### config.mk
export PLATFORM = sky130hd
export DESIGN_NAME = mips_multicycle_ctrl_flat
export DESIGN_NICKNAME = d
export VERILOG_FILES = /design/src/rtl/mips_multicycle_ctrl_pkg.sv /design/src/rtl/mips_multicycle_ctrl_if.sv /design/src/rtl/mips_multicycle_ctrl.sv /design/src/flat_wrapper.sv
export SDC_FILE = /design/constraint.sdc
export NUM_CORES = 1
export LEC_CHECK = 0
export CORE_AREA = 2 2 39 41
export CTS_BUF_LIST = sky130_fd_sc_hd__clkbuf_16
export DETAILED_ROUTE_END_ITERATION = 12
export DIE_AREA = 0 0 41 43
export PLACE_DENSITY_LB_ADDON = 0.15
export SYNTH_ARGS = -nofsm -noshare
export SYNTH_HDL_FRONTEND = slang
export SYNTH_SLANG_ARGS = --single-unit
### constraint.sdc
create_clock -name clk -period 2.4 [get_ports clk]
set_clock_uncertainty 0.05 [all_clocks]
set_input_delay 0.48 -clock clk [delete_from_list [all_inputs] [get_ports clk]]
set_output_delay 0.48 -clock clk [all_outputs]
set_load 0.1 [all_outputs]
### src/rtl/mips_multicycle_ctrl_pkg.sv
// Shared constants for the multicycle MIPS control path: opcodes, state codes,
// ALU operation codes, ALU operand selects and PC source selects.
package mips_multicycle_ctrl_pkg;

  // instr[31:26] values handled by the controller
  localparam logic [5:0] OP_RTYPE = 6'b000000;
  localparam logic [5:0] OP_LW    = 6'b100011;
  localparam logic [5:0] OP_SW    = 6'b101011;
  localparam logic [5:0] OP_BEQ   = 6'b000100;
  localparam logic [5:0] OP_J     = 6'b000010;
  localparam logic [5:0] OP_ADDI  = 6'b001000;

  // Encodings are visible on the debug state port, so they are fixed
  typedef enum logic [3:0] {
    StFetch   = 4'd0,
    StDecode  = 4'd1,
    StMemAdr  = 4'd2,
    StMemRd   = 4'd3,
    StMemWb   = 4'd4,
    StMemWr   = 4'd5,
    StExec    = 4'd6,
    StRwb     = 4'd7,
    StBranch  = 4'd8,
    StJump    = 4'd9,
    StAddiEx  = 4'd10,
    StAddiWb  = 4'd11,
    StIllegal = 4'd12
  } state_e;

  // alu_op, consumed as op_type by the ALU control block
  localparam logic [1:0] ALU_OP_ADD   = 2'b00;
  localparam logic [1:0] ALU_OP_SUB   = 2'b01;
  localparam logic [1:0] ALU_OP_FUNCT = 2'b10;

  // alu_src_b selects
  localparam logic [1:0] SRC_B_REG       = 2'b00;
  localparam logic [1:0] SRC_B_FOUR      = 2'b01;
  localparam logic [1:0] SRC_B_IMM       = 2'b10;
  localparam logic [1:0] SRC_B_IMM_SHIFT = 2'b11;

  // pc_src selects
  localparam logic [1:0] PC_SRC_ALU    = 2'b00;
  localparam logic [1:0] PC_SRC_ALUOUT = 2'b01;
  localparam logic [1:0] PC_SRC_JUMP   = 2'b10;

  // Loads and stores share the address-calculation state
  function automatic logic is_mem_op(logic [5:0] op);
    return (op == OP_LW) || (op == OP_SW);
  endfunction

endpackage

### src/rtl/mips_multicycle_ctrl_if.sv
// Control bundle between the multicycle controller and the datapath/memory.
// master: the controller; slave: the datapath side.
interface mips_multicycle_ctrl_if;
  logic [5:0] opcode;
  logic       mem_ready;
  logic       pc_write;
  logic       pc_write_cond;
  logic       i_or_d;
  logic       mem_read;
  logic       mem_write;
  logic       ir_write;
  logic       reg_dst;
  logic       mem_to_reg;
  logic       reg_write;
  logic       alu_src_a;
  logic [1:0] alu_src_b;
  logic [1:0] alu_op;
  logic [1:0] pc_src;
  logic       illegal_op;
  logic [3:0] state;

  modport master (
    input  opcode, mem_ready,
    output pc_write, pc_write_cond, i_or_d, mem_read, mem_write, ir_write,
           reg_dst, mem_to_reg, reg_write, alu_src_a, alu_src_b, alu_op,
           pc_src, illegal_op, state
  );

  modport slave (
    output opcode, mem_ready,
    input  pc_write, pc_write_cond, i_or_d, mem_read, mem_write, ir_write,
           reg_dst, mem_to_reg, reg_write, alu_src_a, alu_src_b, alu_op,
           pc_src, illegal_op, state
  );
endinterface

### src/rtl/mips_multicycle_ctrl.sv
// Multicycle MIPS main controller: Moore FSM with a single state register.
// Outputs decode from state only, except the mem_ready gating of FETCH
// (ir_write/pc_write) and the memory wait states.
module mips_multicycle_ctrl
  import mips_multicycle_ctrl_pkg::*;
(
  input logic                   clk,
  input logic                   rst,
  mips_multicycle_ctrl_if.master ctrl
);

  state_e state_q, state_d;

  // State register; reset returns to FETCH even mid-access
  always_ff @(posedge clk or posedge rst) begin
    if (rst) begin
      state_q <= StFetch;
    end else begin
      state_q <= state_d;
    end
  end

  // Next-state logic
  always_comb begin
    state_d = StFetch;
    unique case (state_q)
      StFetch:  state_d = ctrl.mem_ready ? StDecode : StFetch;
      StDecode: begin
        if (ctrl.opcode == OP_RTYPE)     state_d = StExec;
        else if (is_mem_op(ctrl.opcode)) state_d = StMemAdr;
        else if (ctrl.opcode == OP_BEQ)  state_d = StBranch;
        else if (ctrl.opcode == OP_J)    state_d = StJump;
        else if (ctrl.opcode == OP_ADDI) state_d = StAddiEx;
        else                             state_d = StIllegal;
      end
      StMemAdr:  state_d = (ctrl.opcode == OP_LW) ? StMemRd : StMemWr;
      StMemRd:   state_d = ctrl.mem_ready ? StMemWb : StMemRd;
      StMemWb:   state_d = StFetch;
      StMemWr:   state_d = ctrl.mem_ready ? StFetch : StMemWr;
      StExec:    state_d = StRwb;
      StRwb:     state_d = StFetch;
      StBranch:  state_d = StFetch;
      StJump:    state_d = StFetch;
      StAddiEx:  state_d = StAddiWb;
      StAddiWb:  state_d = StFetch;
      StIllegal: state_d = StFetch;
      // Unused codes 13-15 recover to FETCH
      default:   state_d = StFetch;
    endcase
  end

  // Output decode; anything not set in a state stays 0
  always_comb begin
    ctrl.pc_write      = 1'b0;
    ctrl.pc_write_cond = 1'b0;
    ctrl.i_or_d        = 1'b0;
    ctrl.mem_read      = 1'b0;
    ctrl.mem_write     = 1'b0;
    ctrl.ir_write      = 1'b0;
    ctrl.reg_dst       = 1'b0;
    ctrl.mem_to_reg    = 1'b0;
    ctrl.reg_write     = 1'b0;
    ctrl.alu_src_a     = 1'b0;
    ctrl.alu_src_b     = SRC_B_REG;
    ctrl.alu_op        = ALU_OP_ADD;
    ctrl.pc_src        = PC_SRC_ALU;
    ctrl.illegal_op    = 1'b0;
    unique case (state_q)
      StFetch: begin
        ctrl.mem_read  = 1'b1;
        ctrl.alu_src_b = SRC_B_FOUR;
        // IR load and PC+4 only once the fetch completes
        ctrl.ir_write  = ctrl.mem_ready;
        ctrl.pc_write  = ctrl.mem_ready;
      end
      StDecode: begin
        ctrl.alu_src_b = SRC_B_IMM_SHIFT;
      end
      StMemAdr: begin
        ctrl.alu_src_a = 1'b1;
        ctrl.alu_src_b = SRC_B_IMM;
      end
      StMemRd: begin
        ctrl.mem_read = 1'b1;
        ctrl.i_or_d   = 1'b1;
      end
      StMemWb: begin
        ctrl.reg_write  = 1'b1;
        ctrl.mem_to_reg = 1'b1;
      end
      StMemWr: begin
        ctrl.mem_write = 1'b1;
        ctrl.i_or_d    = 1'b1;
      end
      StExec: begin
        ctrl.alu_src_a = 1'b1;
        ctrl.alu_op    = ALU_OP_FUNCT;
      end
      StRwb: begin
        ctrl.reg_write = 1'b1;
        ctrl.reg_dst   = 1'b1;
      end
      StBranch: begin
        ctrl.alu_src_a     = 1'b1;
        ctrl.alu_op        = ALU_OP_SUB;
        ctrl.pc_write_cond = 1'b1;
        ctrl.pc_src        = PC_SRC_ALUOUT;
      end
      StJump: begin
        ctrl.pc_write = 1'b1;
        ctrl.pc_src   = PC_SRC_JUMP;
      end
      StAddiEx: begin
        ctrl.alu_src_a = 1'b1;
        ctrl.alu_src_b = SRC_B_IMM;
      end
      StAddiWb: begin
        ctrl.reg_write = 1'b1;
      end
      StIllegal: begin
        ctrl.illegal_op = 1'b1;
      end
      default: ;
    endcase
  end

  assign ctrl.state = state_q;

endmodule

### src/flat_wrapper.sv
// flat-port wrapper written by rule: the top's interface ports become plain ports
module mips_multicycle_ctrl_flat import mips_multicycle_ctrl_pkg::*;
  (clk, rst, ctrl_opcode, ctrl_mem_ready, ctrl_pc_write, ctrl_pc_write_cond, ctrl_i_or_d, ctrl_mem_read, ctrl_mem_write, ctrl_ir_write, ctrl_reg_dst, ctrl_mem_to_reg, ctrl_reg_write, ctrl_alu_src_a, ctrl_alu_src_b, ctrl_alu_op, ctrl_pc_src, ctrl_illegal_op, ctrl_state);
  mips_multicycle_ctrl_if ctrl_i ();
  input logic clk;
  input logic rst;
  input wire logic [$bits(ctrl_i.opcode)-1:0] ctrl_opcode;
  input wire logic [$bits(ctrl_i.mem_ready)-1:0] ctrl_mem_ready;
  output wire logic [$bits(ctrl_i.pc_write)-1:0] ctrl_pc_write;
  output wire logic [$bits(ctrl_i.pc_write_cond)-1:0] ctrl_pc_write_cond;
  output wire logic [$bits(ctrl_i.i_or_d)-1:0] ctrl_i_or_d;
  output wire logic [$bits(ctrl_i.mem_read)-1:0] ctrl_mem_read;
  output wire logic [$bits(ctrl_i.mem_write)-1:0] ctrl_mem_write;
  output wire logic [$bits(ctrl_i.ir_write)-1:0] ctrl_ir_write;
  output wire logic [$bits(ctrl_i.reg_dst)-1:0] ctrl_reg_dst;
  output wire logic [$bits(ctrl_i.mem_to_reg)-1:0] ctrl_mem_to_reg;
  output wire logic [$bits(ctrl_i.reg_write)-1:0] ctrl_reg_write;
  output wire logic [$bits(ctrl_i.alu_src_a)-1:0] ctrl_alu_src_a;
  output wire logic [$bits(ctrl_i.alu_src_b)-1:0] ctrl_alu_src_b;
  output wire logic [$bits(ctrl_i.alu_op)-1:0] ctrl_alu_op;
  output wire logic [$bits(ctrl_i.pc_src)-1:0] ctrl_pc_src;
  output wire logic [$bits(ctrl_i.illegal_op)-1:0] ctrl_illegal_op;
  output wire logic [$bits(ctrl_i.state)-1:0] ctrl_state;
  assign ctrl_i.opcode = ctrl_opcode;
  assign ctrl_i.mem_ready = ctrl_mem_ready;
  assign ctrl_pc_write = ctrl_i.pc_write;
  assign ctrl_pc_write_cond = ctrl_i.pc_write_cond;
  assign ctrl_i_or_d = ctrl_i.i_or_d;
  assign ctrl_mem_read = ctrl_i.mem_read;
  assign ctrl_mem_write = ctrl_i.mem_write;
  assign ctrl_ir_write = ctrl_i.ir_write;
  assign ctrl_reg_dst = ctrl_i.reg_dst;
  assign ctrl_mem_to_reg = ctrl_i.mem_to_reg;
  assign ctrl_reg_write = ctrl_i.reg_write;
  assign ctrl_alu_src_a = ctrl_i.alu_src_a;
  assign ctrl_alu_src_b = ctrl_i.alu_src_b;
  assign ctrl_alu_op = ctrl_i.alu_op;
  assign ctrl_pc_src = ctrl_i.pc_src;
  assign ctrl_illegal_op = ctrl_i.illegal_op;
  assign ctrl_state = ctrl_i.state;
  mips_multicycle_ctrl u_core (.clk(clk), .rst(rst), .ctrl(ctrl_i));
endmodule
==> flow_metrics.tcl <==
set metrics [dict create \
    drive_above_1_share_pct 51.00 \
    clk_pin_slew_worst_paths_ns 0.03 \
    setup_viol 0 \
    post_cts_setup_buffers 0 \
    n_fill_cell 74 \
    synth-xor-area-share_pct 3.500 \
    critical_path.slowest_cell "dfrtp_4" \
    synthCells 74 \
    place.gp.congestion 0.8473 \
    run_status "finished clean" \
    largest_register_ffs 4 \
    ys_ff_latch 4 \
    die_y_um 43 \
    fp.dieArea_um2 1763 \
    finalWorstPathRequiredPeriod_ns 2.222 \
    detail_route.wl_per_cell_um 16.88 \
    syn2layout_area_growth_pct 133.3 \
    clockBufferDepth 2 \
    synthSimpleGateAreaFrac_pct 45.25 \
    crit-reg2reg-capture "u_core.ctrl.state[0]" \
    wl_um 1958 \
    cts_max_level 1 \
    grt_first_pass_wirelength_um 3208 \
    startpoint "u_core.ctrl.state[1]" \
    viasPerCell 5.819 \
    diode_insertion_count_for_antenna_repair 0 \
    mappedNetlistArea_um2 500.5 \
    yosys_warnings 0 \
    hold_path_class "input pin to asynchronous set/reset pin" \
    worst_ep_arrival_time_ns 1.69 \
    critical_path.endpoint "ctrl_alu_src_b[1]" \
    grt_usage_pct 26.51 \
    final.period_utilization_pct 92.59 \
    vias_in_the_first_global_route 659 \
    cts_buffers 3 \
    worst_slew_pin_slew_ns 0.4771 \
    stdcell_area_um2 1167 \
    synth.net_count 83 \
    cp-start-kind "flip-flop" \
    sequential_fraction_of_the_synthesis_area_pct 20.00 \
    synthMuxAreaShare_pct 2.000 \
    most_common_cell_after_layout_fill_and_taps_aside "buf_12" \
    fp-row-count 14 \
    initial_drt_markers 13 \
    grt_setup_unrepaired "false" \
    drc 0 \
    synthDominantAreaCellType "dfrtp_1" \
    critPathCaptureType "output pin" \
    core-area_um2 1384 \
    worstPathCellList "nand2b_1, or2_2, a21oi_4, buf_12" \
    timing.critical_path.required_ns 1.87 \
    grt_overflow 0 \
    floorplan.die.width_um 41 \
    crit_path_max_fanout 13 \
    rrSetupSlack_ns 0.61 \
    fmaxAchievable_ghz 0.4500 \
    final_antenna_net_count 0 \
    dpl.hpwl_um 1336 \
    postCtsHoldBufs 0 \
    share_of_the_synthesized_area_in_compound_gates_ao_oa_aoi_oai_pct 20.25 \
    root_buffer "clkbuf_16" \
    critical-path-max-stage-delay_ns 0.56 \
    layout_common_cells "17 x buf_12, 8 x clkdlybuf4s50_1, 7 x nor2_1" \
    detailed_place.area_um2 1092 \
    yosysUniqueCellTypes 29 \
    syn_area_per_cell_um2 6.763 \
    clock_insertion_delay_worst_skew_ns 0.22 \
    synth_largest_type_area_fraction_pct 20.00 \
    worst_slew_margin_rel_pct 67.75 \
    reg2regPathDepth 5 \
    ys_top_cells_by_area "dfrtp_1 20%, nor2_1 8.3%, nor3_1 7.0%" \
    initial_core_util_pct 36.17 \
    cts_tree "built" \
    grt_max_degree 20 \
    grt_antenna_before_repair 0 \
    firstDrtPassIters 4 \
    buffer_ports.inserted 29 \
    vias 675 \
    number_of_slew_limit_violations_in_the_final_report 0 \
    finalNetCount 111 \
    cts.sink_count 4 \
    path_class "flip-flop to output pin" \
    post_synth_fa_ha_maj_area_fraction_pct 0 \
    num_io_pins 30 \
    r2r_start "u_core.ctrl.state[1]" \
    max-cap-violations 0 \
    post_cts_resize_count 0 \
    combinational_family_with_the_most_area_after_synthesis "simple AND/OR/NAND/NOR gates" \
    report.final.hold_viol_count 0 \
]
-- how the worst min path moves through the flow --
stage	to	slack, ns	cells past startpoint	startpoint
after floorplan	u_core.ctrl.state[0]	0.20	1	rst
after global placement	u_core.ctrl.state[2]	0.54	1	u_core.ctrl.state[3]
after detailed placement	u_core.ctrl.state[2]	0.53	1	u_core.ctrl.state[3]
after CTS	u_core.ctrl.state[0]	0.40	2	rst
after global routing	u_core.ctrl.state[0]	0.43	2	rst
final	u_core.ctrl.state[0]	0.39	2	rst
-- cell usage after synthesis --
library cell,instances
nor2_1,11
nor3_1,7
nand2_1,6
nand2b_1,5
a21oi_1,4
dfrtp_1,4
buf_2,3
clkbuf_1,3
nand3_1,3
o21ai_0,3
a41oi_1,2
and3_1,2
buf_4,2
or2_2,2
or3_1,2
xnor2_1,2
a211o_1,1
a21o_1,1
a31oi_1,1
inv_1,1
mux2i_1,1
nand3b_1,1
nand4b_1,1
nor3b_1,1
nor4b_1,1
o211ai_1,1
o211ai_2,1
o22ai_1,1
or3_4,1
-- kinds of logic (layout without fill, tap and decap cells) --
kind of cell	count (synthesis)	after routing
DFF	4	4
xor gates and xnor gates	2	2
buffers and inverters	9	35
and+or+nand+nor	43	43
AOI/OAI and AO/OA	15	15
muxes	1	1
-- final cells by class --
cell class                 count  area, µm²  area share, %
multi-input combinational     61      488.0          41.80
clock buffer                   3      75.07          6.431
sequential                     4      115.1          9.861
inverter                       1      3.754         0.3215
tap                           16      20.02          1.715
timing repair buffer          31      465.4          39.87
-- metrics by stage --
step	TNS, ns	utilization (%)	std cells	hold slack (ns)	worst slack (ns)
2_1_floorplan	-1.347	-	74	0.1962	-0.3190
3_3_place_gp	0	78.93	113	0.5354	0.2666
3_5_place_dp	0	78.93	113	0.5343	0.2392
4_1_cts	0	84.36	116	0.3998	0.1731
5_1_grt	0	84.36	116	0.4306	0.1325
6_report	0	84.36	116	0.3914	0.1778
-- metal layers --
layer | part of all wire [%] | global-route usage [%]
met5 | 0 | 0
met4 | 2.8 | 9.333
met3 | 4.3 | 2.094
met2 | 54 | 45.63
met1 | 39 | 32.25
-- worst max-delay path, delay by kind of cell (launching register included) --
| kind | cells | cell delay (ns) |
|---|---|---|
| compound gates | 1 | 0.18 |
| buf+inv | 1 | 0.19 |
| flops | 1 | 0.56 |
| simple gates | 2 | 0.53 |
Power is not shown: default switching activity piles up to over one toggle a cycle in this logic, so the estimate is an artifact.
==> RTL edit, RTL diff (same flow settings) <==
Make the reset (`rst`) synchronous in one clocked block.
--- a/src/rtl/mips_multicycle_ctrl.sv
+++ b/src/rtl/mips_multicycle_ctrl.sv
@@ -12,7 +12,7 @@
   state_e state_q, state_d;
 
   // State register; reset returns to FETCH even mid-access
-  always_ff @(posedge clk or posedge rst) begin
+  always_ff @(posedge clk) begin
     if (rst) begin
       state_q <= StFetch;
     end else begin
Check against the original RTL: differs if rst is asserted again (counterexample within 4 cycles, from zero or initial values and one cycle with rst high); with rst held inactive, the same outputs for 10 cycles.
==> RTL edit against the original RTL <==
Sequential cell count did not move. Global-route usage shrank 5.3 points. Worst hold slack improved by 0.18 ns. Critical path depth unchanged. Cell count rose by 2.6%. Routed wire length decreased by 20%. Final area is 5.5% lower. Area after synthesis grew 10%. Setup slack gained 0.072 ns. Highest routed layer unchanged.
Power is left out: it rests on default switching activity, and per cell area and clock period it moved more than threefold.
==> RTL edit: results (changes against the original RTL) <==
status=finished, final reports clean; global-route wire length before repair=2.48 mm (-23%); Area growth, synth to finish=100%; Yosys cell types=37 (+28%); Placed Area=1020 µm² (-6.2%); Total GRT Usage=21.2% (-5.3 points); Pre-Repair DR Iteration Count=2 (-2); commonest cells in the netlist=nor2_1, a21oi_1, dfxtp_1, nand2b_1; CP max stage delay=0.48 ns (-0.08 ns); reg2reg end=u_core.ctrl.state[0]$_SDFF_PP0_; layout cells sized above 1=44.7% (-6.3 points); vias in the first global route=575 (-13%); Post-Route WL=1.57 mm (-20%); DRT iter0 DRCs=5 (-8); Routed WL per cell=13.2 µm (-22%); r2r setup slk=0.87 ns (+0.26 ns); largest cells by area after synthesis=dfxtp_1, nor2_1, a21oi_1; Worst Path Max Fanout=5 (-8); CP max-delay cell=clkdlybuf4s50_1; pre-CTS setup slack=0.261 ns (+0.0213 ns); Post-Syn Instances=78 (+5.4%); worst hold path class=reg -> reg; crit path to=ctrl_pc_write; vias per inst=5.50 (-5.6%); CP Launch Point=ctrl_mem_ready; WP data arrival=1.62 ns (-0.07 ns); Rel. slew slack=73.7% (+5.9 points); Top FF cell, synth=dfxtp_1; Syn Nets=87 (+4.8%); largest net degree at the start of global routing=21 (+5.0%); worst r2r src=u_core.ctrl.state[1]$_SDFF_PP0_
==> RTL edit: cells by family (layout without fill, tap and decap cells) <==
logic type / after synthesis / count (layout) / share of synthesized area, %
AOI/OAI and AO/OA: 22 / 22 / 27.4
xor gates and xnor gates: 3 / 3 / 4.76
and+or+nand+nor: 40 / 40 / 41.7
DFF: 4 / 4 / 14.5
buffers and inverters: 9 / 34 / 11.6
==> RTL edit: final cells by class <==
class                   count  area share, %
clock buffers               3           6.80
clock inverters             1          0.340
inverters                   1          0.340
multi-input cells          65           43.8
flip-flops and latches      4           8.39
well taps                  16           1.81
repair buffers             29           38.5
==> RTL edit: worst max-delay path, delay by kind of cell <==
family	cells	cell delay, ns
and+or+nand+nor	2	0.50
buffers and inverters	2	0.64
==> RTL edit: routing by layer <==
metal,share of wire [%],vias up,GRT usage [%],routed length [µm]
li1,-,336,-,-
met1,39,285,23.2,611
met2,51,27,33.8,805
met3,6.5,6,5.24,102
met4,3.5,0,14.0,55
met5,0,-,0,0
